## config.mk

```make
export PLATFORM = sky130hd
export DESIGN_NAME = pb_instr_sequencer
export DESIGN_NICKNAME = d
export VERILOG_FILES = /design/src/rtl/pb_instr_sequencer.sv
export SDC_FILE = /design/constraint.sdc
export NUM_CORES = 1
export LEC_CHECK = 0
export ABC_AREA = 1
export BUFFER_PORTS_ARGS = -buffer_cell sky130_fd_sc_hd__clkbuf_2
export CAP_MARGIN = 10
export CORE_MARGIN = 8
export CORE_UTILIZATION = 35
export CTS_CLUSTER_SIZE = 25
export DETAILED_ROUTE_END_ITERATION = 12
export SLEW_MARGIN = 10
export SYNTH_ARGS = -nofsm -noshare
export SYNTH_HDL_FRONTEND = slang
export SYNTH_SLANG_ARGS = --single-unit
```

## constraint.sdc

```tcl
create_clock -name clock_i -period 1.48 [get_ports clock_i]
set_clock_uncertainty 0.1 [all_clocks]
set_input_delay 0.296 -clock clock_i [delete_from_list [all_inputs] [get_ports clock_i]]
set_output_delay 0.296 -clock clock_i [all_outputs]
set_load 0.05 [all_outputs]
```

## src/rtl/pb_instr_sequencer.sv

```systemverilog
// Fetch/decode/issue sequencer for the SIMD bf16 block; optional perf counters under PB_SEQ_PERF_EN.
// ALU op = 2+ALU_LAT cycles, memory op = 3+wait cycles; mem_req is held until mem_ack, abort wins over all.
module pb_instr_sequencer #(
    parameter int IADDR_W = 16,
    parameter int ALU_LAT = 2
) (
    input  logic               clock_i,
    input  logic               reset_n_i,
    input  logic               start_i,
    input  logic [IADDR_W-1:0] start_pc_i,
    input  logic               abort_i,
    output logic               busy_o,
    output logic               done_o,
    output logic               err_o,
    output logic [IADDR_W-1:0] pc_o,
    output logic               imem_rd_o,
    output logic [IADDR_W-1:0] imem_addr_o,
    input  logic [31:0]        imem_data_i,
    output logic [31:0]        instr_o,
    output logic               alu_en_o,
    output logic               rf_we_o,
    output logic               mem_req_o,
    output logic               mem_we_o,
    output logic [15:0]        mem_addr_o,
`ifdef PB_SEQ_PERF_EN
    output logic [31:0]        instr_count_o,
    output logic [31:0]        stall_count_o,
`endif
    input  logic               mem_ack_i
);

    localparam int CNT_W = (ALU_LAT > 1) ? $clog2(ALU_LAT) : 1;
    localparam logic [CNT_W-1:0] ALU_LAST = CNT_W'(ALU_LAT - 1);

    localparam logic [3:0] OP_ALU   = 4'h0;
    localparam logic [3:0] OP_WRITE = 4'h1;
    localparam logic [3:0] OP_LOAD  = 4'h2;
    localparam logic [3:0] OP_JUMP  = 4'h3;
    localparam logic [3:0] OP_HALT  = 4'hF;

    typedef enum logic [2:0] {
        S_IDLE,
        S_FETCH,
        S_DECODE,
        S_EXEC,
        S_MEM
    } state_t;

    state_t             state_q;
    logic [IADDR_W-1:0] pc_q;
    logic [31:0]        instr_q;
    logic [CNT_W-1:0]   alu_cnt_q;
    logic               done_q;
    logic               err_q;
    logic               imem_rd_q;
    logic               alu_en_q;
    logic               rf_we_q;
    logic               mem_req_q;
    logic               mem_we_q;
    logic [15:0]        mem_addr_q;

    logic [3:0]         opcode_d;
    logic [IADDR_W-1:0] pc_inc_d;
    logic [CNT_W-1:0]   alu_cnt_nxt_d;
    logic               alu_last_d;
    logic               load_ack_d;

    assign opcode_d      = imem_data_i[31:28];
    assign pc_inc_d      = pc_q + IADDR_W'(1);
    assign alu_cnt_nxt_d = alu_cnt_q + CNT_W'(1);
    assign alu_last_d    = (alu_cnt_q == ALU_LAST);
    // Load data arrives with the ack, so its write strobe cannot be registered ahead of time.
    assign load_ack_d    = mem_req_q & ~mem_we_q & mem_ack_i & ~abort_i;

    always_ff @(posedge clock_i) begin
        if (!reset_n_i) begin
            state_q    <= S_IDLE;
            pc_q       <= '0;
            instr_q    <= '0;
            alu_cnt_q  <= '0;
            done_q     <= 1'b0;
            err_q      <= 1'b0;
            imem_rd_q  <= 1'b0;
            alu_en_q   <= 1'b0;
            rf_we_q    <= 1'b0;
            mem_req_q  <= 1'b0;
            mem_we_q   <= 1'b0;
            mem_addr_q <= '0;
        end else begin
            done_q  <= 1'b0;
            rf_we_q <= 1'b0;
            if (abort_i) begin
                state_q   <= S_IDLE;
                imem_rd_q <= 1'b0;
                alu_en_q  <= 1'b0;
                mem_req_q <= 1'b0;
                mem_we_q  <= 1'b0;
            end else begin
                case (state_q)
                    S_IDLE: begin
                        if (start_i) begin
                            pc_q      <= start_pc_i;
                            err_q     <= 1'b0;
                            imem_rd_q <= 1'b1;
                            state_q   <= S_FETCH;
                        end
                    end
                    S_FETCH: begin
                        imem_rd_q <= 1'b0;
                        state_q   <= S_DECODE;
                    end
                    S_DECODE: begin
                        instr_q <= imem_data_i;
                        case (opcode_d)
                            OP_ALU: begin
                                alu_en_q  <= 1'b1;
                                alu_cnt_q <= '0;
                                rf_we_q   <= (ALU_LAT == 1);
                                state_q   <= S_EXEC;
                            end
                            OP_WRITE: begin
                                mem_req_q  <= 1'b1;
                                mem_we_q   <= 1'b1;
                                mem_addr_q <= {imem_data_i[23:16], imem_data_i[7:0]};
                                state_q    <= S_MEM;
                            end
                            OP_LOAD: begin
                                mem_req_q  <= 1'b1;
                                mem_we_q   <= 1'b0;
                                mem_addr_q <= imem_data_i[15:0];
                                state_q    <= S_MEM;
                            end
                            OP_JUMP: begin
                                pc_q      <= imem_data_i[IADDR_W-1:0];
                                imem_rd_q <= 1'b1;
                                state_q   <= S_FETCH;
                            end
                            OP_HALT: begin
                                done_q  <= 1'b1;
                                state_q <= S_IDLE;
                            end
                            default: begin
                                err_q   <= 1'b1;
                                state_q <= S_IDLE;
                            end
                        endcase
                    end
                    S_EXEC: begin
                        if (alu_last_d) begin
                            alu_en_q  <= 1'b0;
                            pc_q      <= pc_inc_d;
                            imem_rd_q <= 1'b1;
                            state_q   <= S_FETCH;
                        end else begin
                            alu_cnt_q <= alu_cnt_nxt_d;
                            rf_we_q   <= (alu_cnt_nxt_d == ALU_LAST);
                        end
                    end
                    S_MEM: begin
                        if (mem_ack_i) begin
                            mem_req_q <= 1'b0;
                            mem_we_q  <= 1'b0;
                            pc_q      <= pc_inc_d;
                            imem_rd_q <= 1'b1;
                            state_q   <= S_FETCH;
                        end
                    end
                    default: begin
                        state_q <= S_IDLE;
                    end
                endcase
            end
        end
    end

    assign busy_o      = (state_q != S_IDLE);
    assign done_o      = done_q;
    assign err_o       = err_q;
    assign pc_o        = pc_q;
    assign imem_rd_o   = imem_rd_q;
    assign imem_addr_o = pc_q;
    assign instr_o     = instr_q;
    assign alu_en_o    = alu_en_q;
    assign rf_we_o     = rf_we_q | load_ack_d;
    assign mem_req_o   = mem_req_q;
    assign mem_we_o    = mem_we_q;
    assign mem_addr_o  = mem_addr_q;

`ifdef PB_SEQ_PERF_EN
    logic        retire_d;
    logic        start_acc_d;
    logic        stall_d;
    logic [31:0] instr_count_q;
    logic [31:0] stall_count_q;

    // JUMP and HALT retire in DECODE; illegal opcodes and aborted ops never retire.
    always_comb begin
        retire_d = 1'b0;
        if (!abort_i) begin
            case (state_q)
                S_EXEC:   retire_d = alu_last_d;
                S_MEM:    retire_d = mem_ack_i;
                S_DECODE: retire_d = (opcode_d == OP_JUMP) || (opcode_d == OP_HALT);
                default:  retire_d = 1'b0;
            endcase
        end
    end

    assign start_acc_d = (state_q == S_IDLE) && start_i && !abort_i;
    assign stall_d     = mem_req_q && !mem_ack_i;

    always_ff @(posedge clock_i) begin
        if (!reset_n_i || start_acc_d) begin
            instr_count_q <= '0;
            stall_count_q <= '0;
        end else begin
            if (retire_d && (instr_count_q != 32'hFFFF_FFFF)) begin
                instr_count_q <= instr_count_q + 32'd1;
            end
            if (stall_d && (stall_count_q != 32'hFFFF_FFFF)) begin
                stall_count_q <= stall_count_q + 32'd1;
            end
        end
    end

    assign instr_count_o = instr_count_q;
    assign stall_count_o = stall_count_q;
`endif

endmodule

```

==> results_dict.tcl, run 1 <==
set metrics [dict create \
    antennaDiodeCount 0 \
    clk_transition_reported_paths_ns 0.09 \
    port_buffers 140 \
    smallest_hold_slack_ns 0.04535 \
    synth_enable_flop_cells 0 \
    yosysSeqAreaShare_pct 39.05 \
    final_layout_size_suffix_gt1_share_pct 42.32 \
    worst_setup_path_start_kind "flop" \
    final-setup-viol-count 71 \
    synth_top_cell_area_share_pct 39.05 \
    critPathSlowestCell "dfxtp_4" \
    syn-instance-count 577 \
    critical_path_peak_fanout 3 \
    path_cells "nor2_4 > nand2_4 > buf_6 > clkbuf_16" \
    ys_top_cells_by_area "dfxtp_1 (39%), nand2_1 (13%), nor2_1 (10%), nand3_1 (6.1%), o21ai_0 (5.9%)" \
    netlist_area_um2 3845 \
    place_hpwl_um 10150 \
    die_area_um2 14600 \
    dieWidth_um 120.8 \
    n_fill_cell 1005 \
    tritoncts "done" \
    worst_slack_ns -0.1457 \
    synthDistinctLibCells 29 \
    drc_errors 0 \
    critical_path.n_buffers_inverters 2 \
    timing_worst_slew_pin_value_ns 0.3884 \
    violations "setup timing" \
    cts.root.buffer_cell "clkbuf_8" \
    route.antenna.remaining_nets 0 \
    data_arrival_time_of_the_worst_path_ns 1.23 \
    required_ns 1.08 \
    layout.area.seq_um2 1538 \
    layout-area-overhead-vs-synth_pct 54.54 \
    yosys.area_share.simple_pct 35.54 \
    h-tree-depth 3 \
    layout_min_cycle_time_ns 1.626 \
    relSlewSlack_pct 74.11 \
    io-pin-count 141 \
    place_congestion 0.8903 \
    later_pin_clock_latency_in_the_skew_report_ns 0.36 \
    min_period_over_period_pct 109.8 \
    vias 4496 \
    cp_slowest_stage_delay_ns 0.37 \
    finalHoldViolations 0 \
    dr.pass1.iters 5 \
    worst_path_dominant_cell_family "flip-flops" \
    finalPower_w 0.005172 \
    floorplan.core_area_um2 10790 \
    max-clock-path-buffers 2 \
    viasPerCell 4.952 \
    post_synth_most_frequent_cells "nand2_1 (137), nor2_1 (104), dfxtp_1 (75)" \
    postSynthNetCount 631 \
    cts.hold.buffers_added 0 \
    timing.max_cap.violations 0 \
    postLayoutCoreUtil_pct 55.05 \
    core.rowCount 38 \
    cts.sinks 75 \
    muxShareOfSynthArea_pct 0 \
    grt_setup_unrepaired "yes" \
    grt_antenna_before_repair 0 \
    synth_ff_type "dfxtp_1" \
    floorplan.initialDensity_pct 35.62 \
    min_path_type "in -> reg" \
    yosys_register_bits 75 \
    routedWlPerCell_um 16.10 \
    multiInputGateArea_um2 2196 \
    groute.usage.overall_pct 19.59 \
    synth-compound-area-share_pct 12.95 \
    wl_um 14620 \
    largest_net_degree_at_the_start_of_global_routing 34 \
    synthAdderAreaFrac_pct 0.3254 \
    synthesis.area_per_instance_um2 6.664 \
    grt_remaining_overflow 0 \
    tritoncts.num_buffers 9 \
    drc_marker_count_from_the_first_detailed_route_iteration 238 \
    ys.warnings.count 0 \
    synthXorXnorAreaFrac_pct 0 \
    number_of_max_slew_violations_in_the_final_report 0 \
    timing.critical_path.to_type "output pin" \
    leakagePower_nw 2.821 \
    run_status "finished, violations left" \
    synth_async_sr_flop_share_pct 0 \
    grt_first_pass_wirelength_um 22870 \
    yosys.cell_count.top_type "nand2_1" \
    irDropWorstVdd_uv 461.2 \
    synth_area_leader_cell "dfxtp_1" \
    synth_top_family_by_area "simple AND/OR/NAND/NOR gates" \
    p_per_area_nw_per_um2 870.4 \
    die-height_um 120.8 \
    timing.setup.critical_path_class "reg -> out" \
    layout.nets 817 \
    grt_pass1_vias 4526 \
    max_freq_ghz 0.6151 \
]
## layout by cell type (no fill, tap or decap), drive strengths merged
cell type / Yosys / routed
a31o: 1 / 1
clkbuf: 6 / 138
ha: 1 / 1
o22ai: 1 / 1
bufinv: 0 / 1
buf: 34 / 85
or2: 1 / 1
nand3b: 8 / 8
nor2: 110 / 110
bufbuf: 0 / 1
clkinv: 2 / 4
nand2: 144 / 147
o211ai: 2 / 2
nand3: 47 / 47
o21ai: 47 / 47
nor3: 4 / 4
a21oi: 33 / 33
clkinvlp: 0 / 1
a211oi: 9 / 9
nand4: 3 / 3
inv: 49 / 49
dfxtp: 75 / 75
## layer usage
layer	track usage, %	part of all wire, %
met1	22.00	40
met5	0	0
met2	33.97	50
met4	6.870	1.7
met3	6.527	8.3
## worst register-to-register path: cells and delay by family (launching register included)
family / cells / cell delay (ns)
buf+inv: 5 / 0.48
compound gates: 1 / 0.05
simple gates: 4 / 0.49
flops: 1 / 0.38
## logic make-up (layout without fill, tap and decap cells)
kind of cell	Yosys count	in the layout
flip-flops	75	75
buffers and inverters	91	279
adder cells (fa/ha/maj)	1	1
AND/OR/NAND/NOR	317	320
AO/OA/AOI/OAI	93	93
## sequential cells by signal, indices dropped and copies added, names as in the netlist, 3 cells and up
signal	count
mem_addr_o	16
instr_o	32
imem_addr_o	16
state_q	3
## area by class of cell
type	count	area share (%)
multi-input combinational	414	36.96
inverter	51	3.432
tap	140	2.948
clock buffer	12	2.969
sequential	75	25.88
clock inverter	4	0.9265
timing repair buffer	212	26.89
## stage by stage
stage               worst slack, ns  cell area (µm²)  setup TNS [ns]  instances
floorplan                  -0.02498             3906        -0.02562        577
global placement            -0.1217             4896          -3.929        861
detailed placement          -0.1542             4896          -5.513        861
CTS                         -0.1411             5736          -4.456        903
global route                -0.2092             5942          -12.00        908
finish                      -0.1457             5942          -6.775        908
## power by group
group | internal [W] | switching [W]
clock network | 0.000981 | 0.000853
logic | 0.000404 | 0.000788
registers | 0.00208 | 0.0000703
total | 0.00346 | 0.00171
## what timing repair did
action	4_1_cts	5_1_grt
pin swaps	21	32
gates resized for setup	82	77
setup endpoints to repair	79	89
setup buffers	18	6
gates cloned	8	2
## final timing paths
path / start / endpoint / slack (ns) / depth (start not counted)
max reg2reg: state_q[1]$_SDFFE_PP0P_ / instr_o[6]$_SDFFE_PN0P_ / -0.14 / 10
min reg2reg: alu_cnt_q$_SDFFE_PN0P_ / rf_we_q$_SDFF_PP0_ / 0.35 / 1
max: state_q[1]$_SDFFE_PP0P_ / busy_o / -0.15 / 4
min: imem_data_i[24] / instr_o[24]$_SDFFE_PN0P_ / 0.05 / 3
(Power assumes the default switching activity.)
==> run 2, diff against run 1 <==
Settings changed: CORE_MARGIN 8 to 2, MAX_ROUTING_LAYER set to met4.
==> results_dict.tcl, run 2 (synthesized netlist as in run 1, its figures left out) <==
set metrics [dict create \
    cts.hold.buffers_added 0 \
    reg2reg_slack_ns -0.16 \
    core.rowCount 38 \
    floorplan.initialDensity_pct 35.62 \
    largest_net_degree_at_the_start_of_global_routing 34 \
    h-tree-depth 3 \
    groute.usage.overall_pct 22.47 \
    drc_marker_count_from_the_first_detailed_route_iteration 252 \
    timing.setup.critical_path_class "reg -> reg" \
    layout_min_cycle_time_ns 1.643 \
    drc_errors 0 \
    number_of_max_slew_violations_in_the_final_report 0 \
    min_period_over_period_pct 111.0 \
    timing_worst_slew_pin_value_ns 0.4207 \
    place_hpwl_um 9359 \
    required_ns 1.65 \
    final_layout_size_suffix_gt1_share_pct 44.30 \
    smallest_hold_slack_ns 0.06353 \
    vias 4459 \
    floorplan.core_area_um2 10790 \
    max-clock-path-buffers 2 \
    timing.critical_path.to_type "flop" \
    reg2reg_to "imem_addr_o[10]$_SDFFE_PN0P_" \
    p_per_area_nw_per_um2 802.9 \
    grt_setup_unrepaired "yes" \
    data_arrival_time_of_the_worst_path_ns 1.81 \
    cell_internal_pwr_w 0.003049 \
    die_area_um2 11840 \
    power.combinational.fraction_pct 24.1 \
    finalHoldViolations 0 \
    cts.sinks 75 \
    netSwitchingPower_w 0.001634 \
    power_switching_share_pct 34.89 \
    dieWidth_um 108.8 \
    later_pin_clock_latency_in_the_skew_report_ns 0.36 \
    aggregate_negative_setup_slack_ns -4.452 \
    flip_flop_count_of_the_largest_register_after_layout 32 \
    max_freq_ghz 0.6085 \
    port_buffers 140 \
    most_frequent_standard_cell_in_the_layout_excluding_fill_and_tap_cells "clkbuf_2" \
    layout.cell_area.non_filler_um2 5833 \
    place_area_um2 4906 \
    route.antenna.remaining_nets 0 \
    grt_pass1_vias 3925 \
    die-height_um 108.8 \
    io-pin-count 141 \
    worst_setup_path_start_kind "flop" \
    min_path_type "in -> reg" \
    place_congestion 0.8796 \
    layout-area-overhead-vs-synth_pct 51.71 \
    cts.root.buffer_cell "clkbuf_8" \
    postLayoutCoreUtil_pct 54.05 \
    routedWlPerCell_um 15.11 \
    final-setup-viol-count 65 \
    worst_slack_ns -0.1634 \
    clk_transition_reported_paths_ns 0.08 \
    antennaDiodeCount 0 \
    part_of_the_total_power_dissipated_in_sequential_elements_pct 45.8 \
    run_status "finished, violations left" \
    r2r.worst_path.cells 11 \
    layout.nets 812 \
    clockPowerShare_pct 30.1 \
    r2r_start "state_q[1]$_SDFFE_PP0P_" \
    irDropWorstVdd_uv 503.6 \
    tritoncts "done" \
    relSlewSlack_pct 71.95 \
    n_fill_cell 1039 \
    dr.pass1.iters 4 \
    wl_um 13650 \
    crit_path_end "imem_addr_o[10]$_SDFFE_PN0P_" \
    violations "setup timing" \
    grt_remaining_overflow 0 \
    finalPower_w 0.004683 \
    mostFrequentLayoutCells "clkbuf_2 (117), nand2_1 (109), nor2_1 (86)" \
    critical_path_peak_fanout 7 \
    tritoncts.num_buffers 9 \
    timing.max_cap.violations 0 \
    cp-startpoint "state_q[1]$_SDFFE_PP0P_" \
    grt_antenna_before_repair 0 \
    viasPerCell 4.938 \
    leakagePower_nw 2.720 \
    grt_first_pass_wirelength_um 19890 \
]
run 2: cell types whose count changed in the layout (fill, tap and decap cells not counted), moves of 4 or more:
cell / change
buf_2: -4
a21oi_2: +8
buf_6: -8
o21ai_1: -6
nand3_1: -4
nand2_2: +5
buf_4: +13
nand2_8: -4
nor2_4: +4
a21oi_1: -9
nand2_1: -6
o21ai_0: +7
run 2: final cells by class:
type	count	area, µm²	area share [%]
timing repair buffer	209	1490	25.55
sequential	75	1538	26.36
tap	140	175.2	3.003
multi-input combinational	412	2273	38.97
clock inverter	5	28.78	0.4934
clock buffer	11	131.4	2.252
inverter	51	196.4	3.368
run 2: how the worst min path moves through the flow:
stage / startpoint / end / slack, ns / cells after the start
after detailed placement: alu_cnt_q$_SDFFE_PN0P_ / rf_we_q$_SDFF_PP0_ / 0.33 / 1
final: imem_data_i[26] / instr_o[26]$_SDFFE_PN0P_ / 0.06 / 3
after floorplan: alu_cnt_q$_SDFFE_PN0P_ / rf_we_q$_SDFF_PP0_ / 0.32 / 1
after CTS: imem_data_i[25] / instr_o[25]$_SDFFE_PN0P_ / 0.05 / 3
after global placement: alu_cnt_q$_SDFFE_PN0P_ / rf_we_q$_SDFF_PP0_ / 0.33 / 1
after global routing: imem_data_i[24] / instr_o[24]$_SDFFE_PN0P_ / 0.05 / 3
run 2: power groups by stage:
stage | Combinational (W) | Sequential (W) | Clock (W)
CTS | 0.00104 | 0.00214 | 0.00144
global placement | 0.000962 | 0.00219 | 0
floorplan | 0.000524 | 0.00237 | 0
global route | 0.00121 | 0.00215 | 0.00155
finish | 0.00113 | 0.00214 | 0.00141
detailed placement | 0.000966 | 0.00219 | 0
run 2: metal layers:
layer	up-vias	wire length [µm]	GRT usage (%)
met4	0	128	6.227
met1	2080	5834	28.01
li1	2201	-	-
met3	11	888	4.005
met2	167	6796	37.41
met5	-	0	-
run 2: what timing repair did:
action,in CTS,in global routing
endpoints found under the hold margin,0,0
setup buffers,5,11
gates cloned,2,7
resized for setup,38,133
setup endpoints to repair,83,87
pin swaps,5,27
run 2: stage by stage:
step                setup slack [ns]  instances
floorplan                   -0.02498        577
global placement             -0.1320        864
detailed placement           -0.1852        864
CTS                          -0.1502        887
global route                 -0.2335        903
finish                       -0.1634        903
run 2: critical path: stages, from the launching register on:
cell	delay, ns
dfxtp_4	0.37
nor2_4	0.14
buf_6	0.14
inv_4	0.03
nand2_2	0.05
nand2_2	0.06
nor2_4	0.13
buf_12	0.14
buf_8	0.13
nand3b_1	0.11
nor2_1	0.11
nor2_1	0.04
